## src/rtl/pulse_arbiter_pkg.sv

```systemverilog
// Shared types and default sizing for the pulse arbiter.
package pulse_arbiter_pkg;

  typedef enum logic [1:0] {
    IDLE,
    PULSE,
    GAP
  } state_t;

  localparam int W_BITS_DEF     = 5;
  localparam int GAP_CYCLES_DEF = 2;

endpackage

```

## src/rtl/pulse_arbiter_rr_picker.sv

```systemverilog
// Combinational round-robin picker: first asserted request at or after ptr, as one-hot and index.
module rr_picker
  import pulse_arbiter_pkg::*;
#(
  parameter int N_REQ = 4,
  parameter int PW    = 2
) (
  input  logic [N_REQ-1:0] req,
  input  logic [PW-1:0]    ptr,
  output logic [N_REQ-1:0] onehot,
  output logic [PW-1:0]    idx,
  output logic             any
);

  always_comb begin
    logic [PW-1:0] cand;
    onehot = '0;
    idx    = '0;
    any    = 1'b0;
    cand   = '0;
    for (int i = 0; i < N_REQ; i++) begin
      cand = PW'((int'(ptr) + i) % N_REQ);
      if (!any && req[cand]) begin
        any          = 1'b1;
        onehot[cand] = 1'b1;
        idx          = cand;
      end
    end
  end

endmodule

```

## src/rtl/pulse_arbiter.sv

```systemverilog
// Round-robin arbiter driving one shared, length-programmable pulse.
// Define PULSE_ARBITER_GAP_EN to insert GAP_CYCLES idle cycles after each completion.
module pulse_arbiter
  import pulse_arbiter_pkg::*;
#(
  parameter int N_REQ      = 4,
  parameter int W_BITS     = W_BITS_DEF,
  parameter int GAP_CYCLES = GAP_CYCLES_DEF
) (
  input  logic                    clk,
  input  logic                    count_rst,
  input  logic [N_REQ-1:0]        req,
  input  logic [N_REQ*W_BITS-1:0] width,
  output logic [N_REQ-1:0]        grant,
  output logic                    pulse,
  output logic [N_REQ-1:0]        done,
  output logic                    busy
);

  localparam int PW = $clog2(N_REQ);

  if (N_REQ < 2 || N_REQ > 8 || GAP_CYCLES < 1 || GAP_CYCLES > 15) begin : g_bad_param
    $error("pulse_arbiter: parameter out of legal range");
  end

`ifdef PULSE_ARBITER_GAP_EN
  localparam state_t AFTER_DONE = GAP;
  logic [3:0] gcnt, gcnt_next;
`else
  localparam state_t AFTER_DONE = IDLE;
`endif

  state_t            state, state_next;
  logic [W_BITS-1:0] cnt, cnt_next;
  logic [W_BITS-1:0] wlat, wsel;
  logic [PW-1:0]     ptr, ptr_next;
  logic [N_REQ-1:0]  grant_next, done_next;
  logic              pulse_next;
  logic [N_REQ-1:0]  pick;
  logic [PW-1:0]     pick_idx;
  logic              pick_any;

  rr_picker #(.N_REQ(N_REQ), .PW(PW)) u_pick (
    .req    (req),
    .ptr    (ptr),
    .onehot (pick),
    .idx    (pick_idx),
    .any    (pick_any)
  );

  always_comb begin
    wsel = '0;
    for (int i = 0; i < N_REQ; i++) begin
      if (pick[i]) wsel = width[i*W_BITS +: W_BITS];
    end
  end

  always_comb begin
    state_next = state;
    cnt_next   = cnt;
    ptr_next   = ptr;
    grant_next = grant;
    pulse_next = pulse;
    done_next  = '0;
`ifdef PULSE_ARBITER_GAP_EN
    gcnt_next  = gcnt;
`endif
    case (state)
      IDLE: begin
        if (pick_any) begin
          ptr_next = (pick_idx == PW'(N_REQ - 1)) ? '0 : pick_idx + 1'b1;
          if (wsel != '0) begin
            grant_next = pick;
            pulse_next = 1'b1;
            cnt_next   = W_BITS'(1);
            state_next = PULSE;
          end else begin
            // zero-length request completes immediately without touching pulse
            done_next  = pick;
            state_next = AFTER_DONE;
`ifdef PULSE_ARBITER_GAP_EN
            gcnt_next  = '0;
`endif
          end
        end
      end
      PULSE: begin
        if (cnt == wlat) begin
          pulse_next = 1'b0;
          grant_next = '0;
          done_next  = grant;
          state_next = AFTER_DONE;
`ifdef PULSE_ARBITER_GAP_EN
          gcnt_next  = '0;
`endif
        end else begin
          cnt_next = cnt + 1'b1;
        end
      end
      GAP: begin
`ifdef PULSE_ARBITER_GAP_EN
        if (gcnt == 4'(GAP_CYCLES - 1)) state_next = IDLE;
        else                            gcnt_next  = gcnt + 1'b1;
`else
        state_next = IDLE;
`endif
      end
      default: state_next = IDLE;
    endcase
  end

  always_ff @(posedge clk or posedge count_rst) begin
    if (count_rst) begin
      state <= IDLE;
      cnt   <= '0;
      ptr   <= '0;
      grant <= '0;
      pulse <= 1'b0;
      done  <= '0;
`ifdef PULSE_ARBITER_GAP_EN
      gcnt  <= '0;
`endif
    end else begin
      state <= state_next;
      cnt   <= cnt_next;
      ptr   <= ptr_next;
      grant <= grant_next;
      pulse <= pulse_next;
      done  <= done_next;
`ifdef PULSE_ARBITER_GAP_EN
      gcnt  <= gcnt_next;
`endif
    end
  end

  // Width is captured once at selection so the requester may change it freely afterwards.
  always_ff @(posedge clk) begin
    if (state == IDLE && pick_any) wlat <= wsel;
  end

  assign busy = (state != IDLE);

endmodule

```

## config.mk

```make
export PLATFORM = sky130hd
export DESIGN_NAME = pulse_arbiter
export DESIGN_NICKNAME = d
export VERILOG_FILES = /design/src/rtl/pulse_arbiter_pkg.sv /design/src/rtl/pulse_arbiter_rr_picker.sv /design/src/rtl/pulse_arbiter.sv
export SDC_FILE = /design/constraint.sdc
export NUM_CORES = 1
export LEC_CHECK = 0
export ABC_AREA = 0
export BUFFER_PORTS_ARGS = -buffer_cell sky130_fd_sc_hd__buf_2
export CORE_UTILIZATION = 57
export CTS_BUF_LIST = sky130_fd_sc_hd__clkbuf_8
export DETAILED_ROUTE_END_ITERATION = 10
export PLACE_DENSITY = 0.81
export SYNTH_ARGS = -nofsm -noshare
export SYNTH_HDL_FRONTEND = slang
export SYNTH_SLANG_ARGS = --single-unit
export TNS_END_PERCENT = 5
```

## constraint.sdc

```tcl
create_clock -name clk -period 4.6 [get_ports clk]
set_clock_uncertainty 0.05 [all_clocks]
set_input_delay 0 -clock clk [delete_from_list [all_inputs] [get_ports clk]]
set_output_delay 0 -clock clk [all_outputs]
set_load 0.02 [all_outputs]
```

Yosys cells after proc, flatten, opt, wreduce, memory -nomap -nowiden. Index checks and enable logic that the tools add are counted.

Register bits: 23. Input port bits: 26.

Bitwise operators: 3. Add/sub/neg operators: 5. Multiplexer cells: 53. Order comparisons: 8. Equal/unequal tests: 7. Reductions and logical operators: 19.

Operators by type and width (number): $mux W4 (10); $mux W5 (7); $mux W1 (16); $pmux W4 S2 (2); $mux W2 (7); $lt A2 B3 Y1 const B (4); $or A4 B4 Y4 (3); $pmux W5 S2 (1); $bmux W1 S2 (4); $demux W1 S2 (4); $ge A2 B1 Y1 const B (4); $logic_and A1 B1 Y1 (8); $ne A2 B2 Y1 const B (4); $reduce_and A4 Y1 (2); $add A5 B1 Y5 const B (1); $eq A5 B5 Y1 (1); $reduce_bool A5 Y1 (1); $add A2 B1 Y2 const B (2); $add A2 B2 Y2 const B (2); $pmux W2 S2 (1); $reduce_and A2 Y1 (2); $reduce_bool A2 Y1 (2); $logic_not A1 Y1 (3); $eq A2 B1 Y1 const B (1); 3 further kinds (3).

Longest topological paths before layout.
Depth in word-level cells: 20. Gate-level depth with buffers: 14. Depth with buffers taken out: 11.

Hierarchy. From an unflattened synthesis, not the netlist that was laid out.

Cell total of the unflattened synthesis: 159. Area, all modules: 1644.1 um^2.

By module, submodules not included: pulse_arbiter (cells each 114, sequential area each 575.6 um^2, area each 1222.4 um^2, times used 1); rr_picker (cells each 45, sequential area each 0.0 um^2, area each 421.7 um^2, times used 1).

Worst setup path before layout. OpenSTA, ideal clock, no wires.

Path type: register to register. Start point: register with a tool-made name. End point: register cnt[0]. Library setup time: 0.119 ns. Arrival time: 3.525 ns. Path buffers: 3. Required time: 4.431 ns. Cell stages (with the launch flop): 15. Slack: 0.906 ns. Cell sequence: dfrtp_1 -> buf_2 -> inv_1 -> ha_1 -> clkbuf_1 -> mux2_1 -> and2_1 -> a221oi_1 -> a2bb2oi_2 -> and2_1 -> a221oi_2 -> nor3_2 -> a21oi_2 -> buf_6 -> o21a_1.

RTL lines: to (signal assigned) (RTL line pulse_arbiter.sv:125) `cnt <= cnt_next;`; to (decl) (RTL line pulse_arbiter.sv:34) `logic [W_BITS-1:0] cnt, cnt_next;`.

Final worst setup path.
Start point: register ptr[1]. End point: register grant[2].

Cells in the longest elaborated chain, start to end: 19. Elaborated cells between the ends (all ways): 59.

RTL lines: from (decl) (RTL line pulse_arbiter.sv:36) `logic [PW-1:0] ptr, ptr_next;`; from (signal assigned) (RTL line pulse_arbiter.sv:126) `ptr <= ptr_next;`; branches (longest 11 deep; another with $lt A2 B3 Y1); $mux W4 * (RTL line pulse_arbiter_rr_picker.sv:23) `if (!any && req[cand]) begin`; $mux W5 (3 in a row) (RTL line pulse_arbiter.sv:54) `if (pick[i]) wsel = width[i*W_BITS +: W_BITS];`; $mux W5 * (RTL line pulse_arbiter.sv:54); net wsel[3] (RTL line pulse_arbiter.sv:35) `logic [W_BITS-1:0] wlat, wsel;`; $reduce_bool A5 Y1 * (RTL line pulse_arbiter.sv:72) `if (wsel != '0) begin`; $ne A2 B2 Y1 (no source line) *; $reduce_and A4 Y1 (no source line) *; to (signal assigned) (RTL line pulse_arbiter.sv:127) `grant <= grant_next;`; to (decl) (RTL line pulse_arbiter.sv:14) `output logic [N_REQ-1:0] grant,`.

Mark *: on every way through the listed nets, which the timed path passes. The select of a mux whose other input is x is not followed. A chain may end at the register's enable or synchronous reset.

==> reports/qor.txt <==
status -> finished, final reports clean
Slowest-stage cell, CP -> a21oi_2
PwrDens -> 828 nW/um2
Total GRT Usage -> 0.249
cell mode on critical path -> a221oi_2
GPL Wtd Cong -> 0.882
#FFs+latches synth -> 22
Ports -> 36
Area contributors post-synth -> dfrtp_1 24%, edfxtp_1 8.4%, mux2i_1 7.3%
post-DR wirelength/cell -> 15.3 um
HP Class -> in2reg
Clock Tree Buf Depth -> 2
Die Span X -> 58.1 um
YS warnings -> 0
Final setup viols -> 0
Synth Cell Area -> 1790 um2
share of the synthesized area in the top cell type -> 0.237
TritonCTS clock tree -> built
HPWL after DPL -> 2970 um
setup TNS -> 0 ns
share of post-route cells with drive strength above 1 -> 0.278
vias in the first global route -> 1401
Num Clock Sinks -> 22
share of synthesized registers carrying an async set or reset -> 0.773
synthesized area per cell -> 10.1 um2
# H-tree levels -> 1
Clock transition at path regs -> 0.08 ns
placed instance area -> 1990 um2
Clock Latency Late Sink -> 0.26 ns
Port Buffers -> 35
DR vias/cell -> 5.87
most frequent cells after synthesis -> 17 x dfrtp_1, 17 x nand2_1, 15 x inv_1
endpoint class of the critical path -> flip-flop
Leak -> 0.000939 uW
fin nets -> 247
Synth cell types -> 44
area added between synthesis and finish -> 15.4%
critical path startpoint category -> flip-flop
Final Critical Period -> 3.82 ns
max cap viols -> 0
Slew Limit Fails -> 0
Worst EP required -> 4.73 ns
WP data arrival -> 3.95 ns
die area -> 3370 um2
reg-to-reg slack, setup -> 0.78 ns
post-synth top area cell -> dfrtp_1
final antenna-violating net count -> 0
peak per-stage delay on the critical path -> 0.50 ns
Residual DRC -> 0
Worst Path Max Fanout -> 11
clk root buf -> clkbuf_8
Slew @ Worst Pin -> 0.616 ns
Fmax -> 0.261 GHz
final hold vios -> 0
DR vias -> 1490
post-CTS sizing -> 0
Initial Utilization -> 0.623
core area -> 2880 um2
Seq/Total Area, Yosys -> 0.321
Detailed Route WL -> 3900 um
DRT iter0 DRCs -> 50
GRT overflow -> 0
ys flop type -> dfrtp_1
first-pass GRT wire length -> 6510 um
Post-Route Hold Slack -> 0.0650 ns
design area -> 2070 um2
unrepaired setup endpoints after global routing -> false
fill count -> 221
total CTS buffers -> 3
largest net degree at the start of global routing -> 21
chip height -> 58.1 um
crit path cell chain -> inv_1, ha_1, mux2_1, and2_1, a221oi_2, a2bb2oi_1, and2b_4, a221oi_2, nor3_2, a21oi_2, mux2i_1
Cells after Synth -> 177
antenna violations before repair -> 0
Cell Rows -> 19
period utilization -> 0.831
CP Class -> reg2reg
Antenna diodes -> 0
Detailed Routing Iterations Pass 1 -> 4
Syn Nets -> 211
Max VDD drop -> 0.000413 V
Slew headroom -> 0.589
total power -> 1710 uW
number of flops mapped to enable cells by yosys -> 5
## layout by cell type (no fill, tap or decap), types with 5 or more instances in the layout
cell type	Yosys	final
buf_2	2	35
a21boi_0	5	5
xor2_1	6	6
nand2b_1	5	5
nor2_1	12	12
nand2_1	17	17
inv_1	15	15
edfxtp_1	5	5
mux2i_1	13	13
dfrtp_1	17	17
ha_1	8	8
a221oi_2	7	7
## worst paths after layout
kind                            cells past startpoint       from  endpoint
worst min-delay path                                3  width[11]   wlat[1]
max in group asynchronous                           3  count_rst   done[1]
min in group asynchronous                           3  count_rst  grant[3]
worst min register to register                      1      pulse     pulse
worst max register to register                     11     ptr[1]  grant[2]
worst max-delay path                               11     ptr[1]  grant[2]
## final cells by class
cell class,instances,area [um2],area share
multi-input combinational,132,1110,0.534
sequential,22,576,0.278
timing repair buffer,39,208,0.100
inverter,15,56.3,0.0272
tap,42,52.6,0.0254
clock buffer,3,41.3,0.0200
clock inverter,1,30.0,0.0145
## stage by stage
step	std cells	worst slack (ns)	util
2_1_floorplan	177	0.906	-
3_3_place_gp	249	0.998	0.691
3_5_place_dp	249	0.858	0.691
4_1_cts	254	0.808	0.719
5_1_grt	254	0.548	0.719
6_report	254	0.776	0.719
## layer usage
| metal | up-vias | track usage | part of all wire |
|---|---|---|---|
| met5 | - | 0 | 0 |
| met4 | 0 | 0.0918 | 0.019 |
| met3 | 8 | 0.0246 | 0.035 |
| met2 | 51 | 0.406 | 0.48 |
| met1 | 715 | 0.345 | 0.47 |
| li1 | 716 | - | - |
## worst max-delay path, delay by kind of cell (launching register included)
family / cells / cell delay [ns]
buf+inv: 1 / 0.10
mux: 2 / 0.63
flops: 1 / 0.35
compound gates: 4 / 1.57
simple gates: 3 / 0.59
fa+ha+maj: 1 / 0.44
## sequential cells by signal, indices dropped and copies added (netlist names), named ones only
register	count
cnt	5
done	4
state	1
wlat	5
ptr	1
pulse	1
grant	4
## timing repair
item	4_1_cts	5_1_grt
hold buffers	1	0
endpoints found under the hold margin	17	0
setup buffers	0	0
## report_power, final
part | switching, uW | leakage (uW) | internal [uW]
Combinational | 665 | 0.000646 | 505
Sequential | 64.2 | 0.000257 | 302
Clock | 60.8 | 0.0000357 | 116
Total | 790 | 0.000939 | 923
## cell families after synthesis
| family | count (synthesis) | share of synthesized area |
|---|---|---|
| AOI/OAI and AO/OA | 39 | 0.209 |
| xor gates and xnor gates | 10 | 0.0488 |
| adders and majority gates | 8 | 0.0558 |
| buffers and inverters | 23 | 0.0621 |
| DFF | 22 | 0.321 |
| muxes | 19 | 0.135 |
| and+or+nand+nor | 56 | 0.167 |
Note: power is estimated with default switching activity, not from simulation.
